`src/rtl/ifetch_pkg.sv`:
```
// Shared types and defaults for the instruction fetch stage.
package ifetch_pkg;

    typedef enum logic [1:0] {
        IDLE = 2'd0,
        REQ  = 2'd1,
        HOLD = 2'd2,
        DROP = 2'd3
    } fetch_state_e;

    localparam int          TIMEOUT_DEF   = 16;
    localparam logic [31:0] NOP_INSTR_DEF = 32'h0000_0013;

endpackage

```
`src/rtl/ifetch_unit_fetch_timer.sv`:
```
// Clearable saturating up-counter; tc flags TIMEOUT-1 cycles spent waiting on memory.
module fetch_timer
    import ifetch_pkg::*;
#(
    parameter int TIMEOUT = TIMEOUT_DEF
) (
    input  logic clk,
    input  logic rst,
    input  logic clr,
    input  logic en,
    output logic tc
);

    localparam int            TW   = $clog2(TIMEOUT) + 1;
    localparam logic [TW-1:0] LAST = TW'(TIMEOUT - 1);

    logic [TW-1:0] count;

    // Saturates at LAST so a long DROP wait can never wrap back to zero.
    always_ff @(posedge clk) begin
        if (rst || clr) begin
            count <= '0;
        end else if (en && (count != LAST)) begin
            count <= count + TW'(1);
        end
    end

    assign tc = (count == LAST);

endmodule

```
`src/rtl/ifetch_unit.sv`:
```
// Fetch stage: requests the word at pc_in from instruction memory and holds it for decode.
module ifetch_unit
    import ifetch_pkg::*;
#(
    parameter int          N         = 32,
    parameter int          TIMEOUT   = TIMEOUT_DEF,
    parameter logic [N-1:0] NOP_INSTR = N'(NOP_INSTR_DEF)
) (
    input  logic         clk,
    input  logic         rst,
    input  logic [N-1:0] pc_in,
    input  logic         flush,
    output logic         pc_advance,
    output logic         imem_req,
    output logic [N-1:0] imem_addr,
    input  logic         imem_ack,
    input  logic [N-1:0] imem_rdata,
    output logic [N-1:0] instr_out,
    output logic [N-1:0] instr_pc,
    output logic         instr_valid,
    output logic         instr_err,
    input  logic         instr_ready
);

    fetch_state_e state, state_nxt;

    logic         req_nxt;
    logic [N-1:0] addr_nxt;
    logic [N-1:0] out_nxt;
    logic [N-1:0] ipc_nxt;
    logic         valid_nxt;
    logic         err_nxt;
    logic         tmr_clr;
    logic         tmr_en;
    logic         tmr_tc;

    fetch_timer #(.TIMEOUT(TIMEOUT)) u_timer (
        .clk (clk),
        .rst (rst),
        .clr (tmr_clr),
        .en  (tmr_en),
        .tc  (tmr_tc)
    );

    always_comb begin
        state_nxt = state;
        req_nxt   = imem_req;
        addr_nxt  = imem_addr;
        out_nxt   = instr_out;
        ipc_nxt   = instr_pc;
        valid_nxt = instr_valid;
        err_nxt   = instr_err;
        tmr_clr   = 1'b0;
        tmr_en    = 1'b0;

        case (state)
            IDLE: begin
                addr_nxt  = pc_in;
                req_nxt   = 1'b1;
                tmr_clr   = 1'b1;
                state_nxt = REQ;
            end
            REQ: begin
                tmr_en = 1'b1;
                // Ack beats timeout; flush only discards, it never withdraws a live request.
                if (imem_ack || tmr_tc) begin
                    req_nxt = 1'b0;
                    if (flush) begin
                        state_nxt = IDLE;
                    end else begin
                        out_nxt   = imem_ack ? imem_rdata : NOP_INSTR;
                        err_nxt   = ~imem_ack;
                        ipc_nxt   = imem_addr;
                        valid_nxt = 1'b1;
                        state_nxt = HOLD;
                    end
                end else if (flush) begin
                    state_nxt = DROP;
                end
            end
            HOLD: begin
                if (flush || instr_ready) begin
                    valid_nxt = 1'b0;
                    state_nxt = IDLE;
                end
            end
            DROP: begin
                tmr_en = 1'b1;
                if (imem_ack || tmr_tc) begin
                    req_nxt   = 1'b0;
                    state_nxt = IDLE;
                end
            end
            default: state_nxt = IDLE;
        endcase
    end

    always_ff @(posedge clk) begin
        if (rst) begin
            state       <= IDLE;
            imem_req    <= 1'b0;
            imem_addr   <= '0;
            instr_out   <= '0;
            instr_pc    <= '0;
            instr_valid <= 1'b0;
            instr_err   <= 1'b0;
        end else begin
            state       <= state_nxt;
            imem_req    <= req_nxt;
            imem_addr   <= addr_nxt;
            instr_out   <= out_nxt;
            instr_pc    <= ipc_nxt;
            instr_valid <= valid_nxt;
            instr_err   <= err_nxt;
        end
    end

    assign pc_advance = instr_valid & instr_ready & ~flush;

endmodule

```
`config.mk`:
```
export PLATFORM = sky130hd
export DESIGN_NAME = ifetch_unit
export DESIGN_NICKNAME = d
export VERILOG_FILES = /design/src/rtl/ifetch_pkg.sv /design/src/rtl/ifetch_unit_fetch_timer.sv /design/src/rtl/ifetch_unit.sv
export SDC_FILE = /design/constraint.sdc
export NUM_CORES = 1
export LEC_CHECK = 0
export CELL_PAD_IN_SITES_DETAIL_PLACEMENT = 0
export CELL_PAD_IN_SITES_GLOBAL_PLACEMENT = 1
export CORE_MARGIN = 10
export CORE_UTILIZATION = 28
export DETAILED_ROUTE_END_ITERATION = 16
export PLACE_DENSITY_LB_ADDON = 0.1
export SETUP_SLACK_MARGIN = 0.3
export SLEW_MARGIN = 20
export SYNTH_ARGS = -nofsm -noshare
export SYNTH_HDL_FRONTEND = slang
export SYNTH_SLANG_ARGS = --single-unit
```
`constraint.sdc`:
```
create_clock -name clk -period 2.1 [get_ports clk]
set_input_delay 0.42 -clock clk [delete_from_list [all_inputs] [get_ports clk]]
set_output_delay 0.42 -clock clk [all_outputs]
set_load 0.005 [all_outputs]
```
Word level (Yosys, flattened, before mapping)
Index checks and enable logic that the tools add are counted.
W data, S select, Z words.
{ "word_totals": {"latch_bits": 0, "out_inout_bits": 100, "ramBits": 0, "word_cells": 51, "romBits": 0, "input_bits": 69, "n_memories": 0, "regBits": 106} }
{ "classes": {"n_mul": 0, "n_lt_le_gt_ge": 0, "shift": 0, "bitwise_logic": 4, "n_eq_ne": 11, "div_mod_pow": 0, "mux": 15, "n_reduce_logical": 12, "n_addsub": 1} }
{ "op_table": {"columns": ["op", "count"], "rows": [
  ["$mux W32", 1],
  ["$mux W2", 5],
  ["$ne A2 B2 Y1 const B", 4],
  ["$pmux W2 S4", 1],
  ["$mux W1", 6],
  ["$reduce_and A3 Y1", 2],
  ["$add A5 B1 Y5 const B", 1],
  ["$eq A5 B4 Y1 const B", 1],
  ["$ne A5 B4 Y1 const B", 1],
  ["$eq A2 B2 Y1 const B", 2],
  ["$pmux W1 S2", 2],
  ["$reduce_and A4 Y1", 1],
  ["$reduce_bool A2 Y1", 2],
  ["$logic_or A1 B1 Y1", 3],
  ["$ne A3 B3 Y1 const B", 1],
  ["$and A1 B1 Y1", 2],
  ["$eq A2 B1 Y1 const B", 1],
  ["$logic_not A2 Y1", 1],
  ["$ne A2 B1 Y1 const B", 1],
  ["$not A1 Y1", 2],
  ["$reduce_and A2 Y1", 1],
  ["$reduce_or A2 Y1", 1],
  ["$logic_and A1 B1 Y1", 1]
]} }

Depth between registers and ports, before layout
Gate-level depths: netlist of the first run.
{ "depth": {"depth_word": 4, "mapped_depth": 9} }

By module
A second synthesis of the first run with hierarchy kept.
{ "hier_totals": {"hier_cells": 416, "area_unflattened_um2": 3965.1} }
{ "modules_own_cells": {"columns": ["module", "area_per_inst_um2", "seq_area_each_um2", "instances", "cells_each"], "rows": [
  ["ifetch_unit", 3723.6, 2021.9, 1, 390],
  ["fetch_timer", 241.5, 100.1, 1, 26]
]} }

Least setup slack after synthesis of the first run
Ideal clock, no wire load.
{ "synth_timing": {"path_kind": "register to register", "startpoint": "register u_timer.count[0]", "endpoint": "register instr_pc[10]", "path_slack_ns": 0.087, "setup_time_ns": 0.116, "period_less_slack_ns": 2.013, "stages_incl_launch_ff": 10, "arrival_time_ns": 1.897, "path_cell_list": "dfxtp_1 > ha_1 > and3_1 > ha_1 > or2_1 > buf_2 > and2_1 > buf_6 > buf_6 > a31o_1"} }
{ "synth_via": {"elab_chain_len": 3} }
{ "synth_lines": {"columns": ["item", "line", "text"], "rows": [
  ["from (decl)", "ifetch_unit_fetch_timer.sv:17", "logic [TW-1:0] count;"],
  ["from (signal assigned)", "ifetch_unit_fetch_timer.sv:24", "count <= count + TW'(1);"],
  ["$eq A5 B4 Y1", "ifetch_unit_fetch_timer.sv:28", "assign tc = (count == LAST);"],
  ["$logic_or A1 B1 Y1", "ifetch_unit.sv:66", "if (imem_ack || tmr_tc) begin"],
  ["$reduce_and A3 Y1 (no line)", null, null],
  ["to (signal assigned)", "ifetch_unit.sv:112", "instr_pc <= ipc_nxt;"],
  ["to (decl)", "ifetch_unit.sv:19", "output logic [N-1:0] instr_pc,"]
]} }
Every way passes these cells.
A chain may end at the register's enable or synchronous reset.

Worst setup path in the final report of the first run
{ "layout_timing": {"startpoint": "register u_timer.count[0]", "endpoint": "register instr_out[23]"} }
{ "layout_via": {"elab_chain_len": 3} }
{ "layout_lines": {"columns": ["item", "line", "text"], "rows": [
  ["$eq A5 B4 Y1", "ifetch_unit_fetch_timer.sv:28", null],
  ["$logic_or A1 B1 Y1", "ifetch_unit.sv:66", null],
  ["$reduce_and A3 Y1 (no line)", null, null],
  ["to (signal assigned)", "ifetch_unit.sv:111", "instr_out <= out_nxt;"],
  ["to (decl)", "ifetch_unit.sv:18", "output logic [N-1:0] instr_out,"]
]} }
Every way passes these cells.

==> flow_metrics.env, run 1 <==
export IMPL_grt_antenna_before_repair=0
export IMPL_critical_path_max_stage_delay_ns=0.34
export IMPL_worst_path_dominant_cell_family="simple AND/OR/NAND/NOR gates"
export IMPL_clk_path_buf_depth=2
export IMPL_critical_path_cell_by_cell="ha_4, and3_4, ha_4, or2_4, a21oi_2, buf_12, a22o_1"
export IMPL_crit_path_max_fanout=29
export IMPL_rsz0062_at_grt="yes"
export IMPL_placement_cell_area_um2=5870
export IMPL_gp_congestion=0.764
export IMPL_reg2reg_from="u_timer.count[0]"
export IMPL_row_count=43
export IMPL_n_antenna_cell=0
export IMPL_seqCellArea_um2=2120
export IMPL_syn_cell_area_um2=4000
export IMPL_clock_sink_count=106
export IMPL_dp_slack_ns=0.122
export IMPL_clockRootBuffer="clkbuf_16"
export IMPL_worst_path_max_delay_cell="dfxtp_2"
export IMPL_layout_filler_cells=1393
export IMPL_start_util=0.287
export IMPL_grt_start_max_net_pins=40
export IMPL_io_buffers=168
export IMPL_worstPathBufferInverterCount=1
export IMPL_core_region_area_um2=13900
export IMPL_drt_via_density=4.66
export IMPL_finish_instance_area_um2=6250
export IMPL_route_final_wire_length_mm=13.5
export IMPL_maxSlewViolCount=0
export IMPL_synthesized_area_per_cell_um2=9.57
export IMPL_worst_tran_pin_value_ns=0.724
export IMPL_required_ns=2.39
export IMPL_dieHeight_um=140
export IMPL_final_ws_setup_ns=0.300
export IMPL_final_hold_violation_count=0
export IMPL_status="completed"
export IMPL_multi_input_comb_area_um2=1700
export IMPL_groute_usage_overall=0.135
export IMPL_skew_ns=0.00619
export IMPL_worstPathArrival_ns=2.09
export IMPL_final_layout_size_suffix_gt1_frac=0.0859
export IMPL_worstSetupPathType="reg -> reg"
export IMPL_critPathLaunchType="flop"
export IMPL_max_freq_mhz=556
export IMPL_setup_viol_count_final=0
export IMPL_place_inst=743
export IMPL_die_w_um=140
export IMPL_drt_pass1_iterations=4
export IMPL_clk_pin_slew_ns=0.07
export IMPL_synthesis_nets=489
export IMPL_hold_path_endpoint="imem_addr[8]"
export IMPL_htreeDepth=3
export IMPL_worstHoldPathCells=2
export IMPL_drc_errors=0
export IMPL_netlist_instances=418
export IMPL_most_common_layout_cells="clkdlybuf4s50_1 (166), dfxtp_1 (104), a21oi_1 (68)"
export IMPL_mostFrequentLayoutCell="clkdlybuf4s50_1"
export IMPL_timing_hold_worst_start="rst"
export IMPL_area_of_the_die_um2=19500
export IMPL_setup_tns_final_ns=0
export IMPL_layout_worst_path_cycle_share=0.857
export IMPL_critPathCaptureType="flop"
export IMPL_hold_path_class="in -> reg"
export IMPL_cts_buffers_inserted=9
export IMPL_num_io_pins=169
export IMPL_cp_common_cell="ha_4"
export IMPL_worst_r2r_endpoint="instr_out[23]"
export IMPL_number_of_global_route_vias_before_repair=3621
export IMPL_wl_per_cell_um=17.7
export IMPL_rrSetupSlack_ns=0.30
export IMPL_ff2ff_path_depth=7
export IMPL_first_pass_grt_wire_length_mm=21.2
export IMPL_area_delta_synth_final_pct=56.1
export IMPL_pwr_density_cell_nw_per_um2=748
export IMPL_fin_crit_ns=1.80
export IMPL_detail_placement_hpwl_mm=9.52
export IMPL_cts_tree="built"
export IMPL_synth_seq_cells=106
export IMPL_post_layout_nonfiller_instances=762
export IMPL_clock_insertion_delay_worst_skew_ns=0.35
export IMPL_post_layout_nets=648
export IMPL_drt_initial_drc_count=129
export IMPL_drt_antenna_violating_nets=0
export IMPL_max_vdd_ir_drop_v=0.000385
export IMPL_hold_buffers=0
export IMPL_maxCapViolations=0
export IMPL_grt_remaining_overflow=0
export IMPL_layout_core_utilization=0.448
export IMPL_maxSlewHeadroom=0.517
export IMPL_via_count=3552
export IMPL_leakage_nw=2.33
export IMPL_synth_cell_type_count=35
export IMPL_synth_warning_count=0
export IMPL_ys_seq_area_frac=0.530
where the power goes:
group / switching [mW] / internal, mW
registers: 0.0667 / 2.10
clock network: 0.728 / 1.14
logic: 0.274 / 0.362
final cells by class:
class	count	area share
Clock inverter	4	0.0116
Tap cell	180	0.0361
Timing Repair Buffer	184	0.293
Sequential cell	106	0.340
Clock buffer	12	0.0427
Multi-Input combinational cell	270	0.272
Inverter	6	0.00361
cell usage after synthesis, drive strengths merged:
master	count	area (µm²)
dfxtp	106	2120
a21oi	69	349
nand2	67	251
nand2b	33	206
a31o	32	280
a22o	29	254
buf	25	160
clkbuf	13	48.8
nor2	9	36.3
inv	6	22.5
o21ai	3	15.0
o221a	3	33.8
a22oi	2	15.0
and3	2	12.5
ha	2	25.0
mux2i	2	20.0
nor3b	2	26.3
or2	2	12.5
a311oi	1	8.76
and2	1	6.26
mux2	1	11.3
nand4	1	6.26
nand4b	1	8.76
nand4bb	1	27.5
nor2b	1	6.26
o211a	1	10.0
o311ai	1	8.76
o32ai	1	8.76
or4	1	7.51
stage by stage:
stage | hold WS (ns) | power, mW
after CTS | 0.291 | 4.76
final | 0.305 | 4.67
after detailed placement | 0.464 | 2.85
after global routing | 0.286 | 4.91
after floorplan | 0.465 | 2.45
after global placement | 0.460 | 2.84
flip-flops by register name (all words and copies together), names as in the netlist:
signal / flops
imem_addr: 32
imem_req: 1
instr_err: 1
instr_out: 32
instr_pc: 32
instr_valid: 1
state: 2
u_timer.count: 5
per-layer routing:
layer | up-vias | routed length [µm] | track usage
met4 | 0 | 116 | 0.0326
li1 | 1789 | - | -
met3 | 9 | 1250 | 0.0694
met2 | 126 | 6030 | 0.211
met1 | 1628 | 6090 | 0.161
met5 | - | 0 | 0
cell families after synthesis:
family | after synthesis | share of synthesized area
AO/OA/AOI/OAI | 142 | 0.246
multiplexers | 3 | 0.00782
buffers and inverters | 44 | 0.0578
flip-flops | 106 | 0.530
adder cells (fa/ha/maj) | 2 | 0.00625
AND/OR/NAND/NOR | 121 | 0.152
repair_timing:
action	4_1_cts	5_1_grt
setup buffers	0	1
endpoints found under the hold margin	0	0
setup endpoints to repair	66	58
gates resized for setup	4	2
cloned	2	0
worst max-delay path by stage:
stage,start,to,depth (start not counted)
detailed placement,instr_ready,pc_advance,4
finish,u_timer.count[0],instr_out[23],7
global route,u_timer.count[0],instr_out[23],7
CTS,u_timer.count[0],instr_out[23],7
global placement,instr_ready,pc_advance,4
floorplan,u_timer.count[0],instr_err,9
Power figures use the tool's default switching activity.
==> run 2: changes to the inputs <==
Settings changed: CAP_MARGIN set to 20.
==> results of run 2 <==
The final DEF is identical to that of run 1; final timing and power are the same.
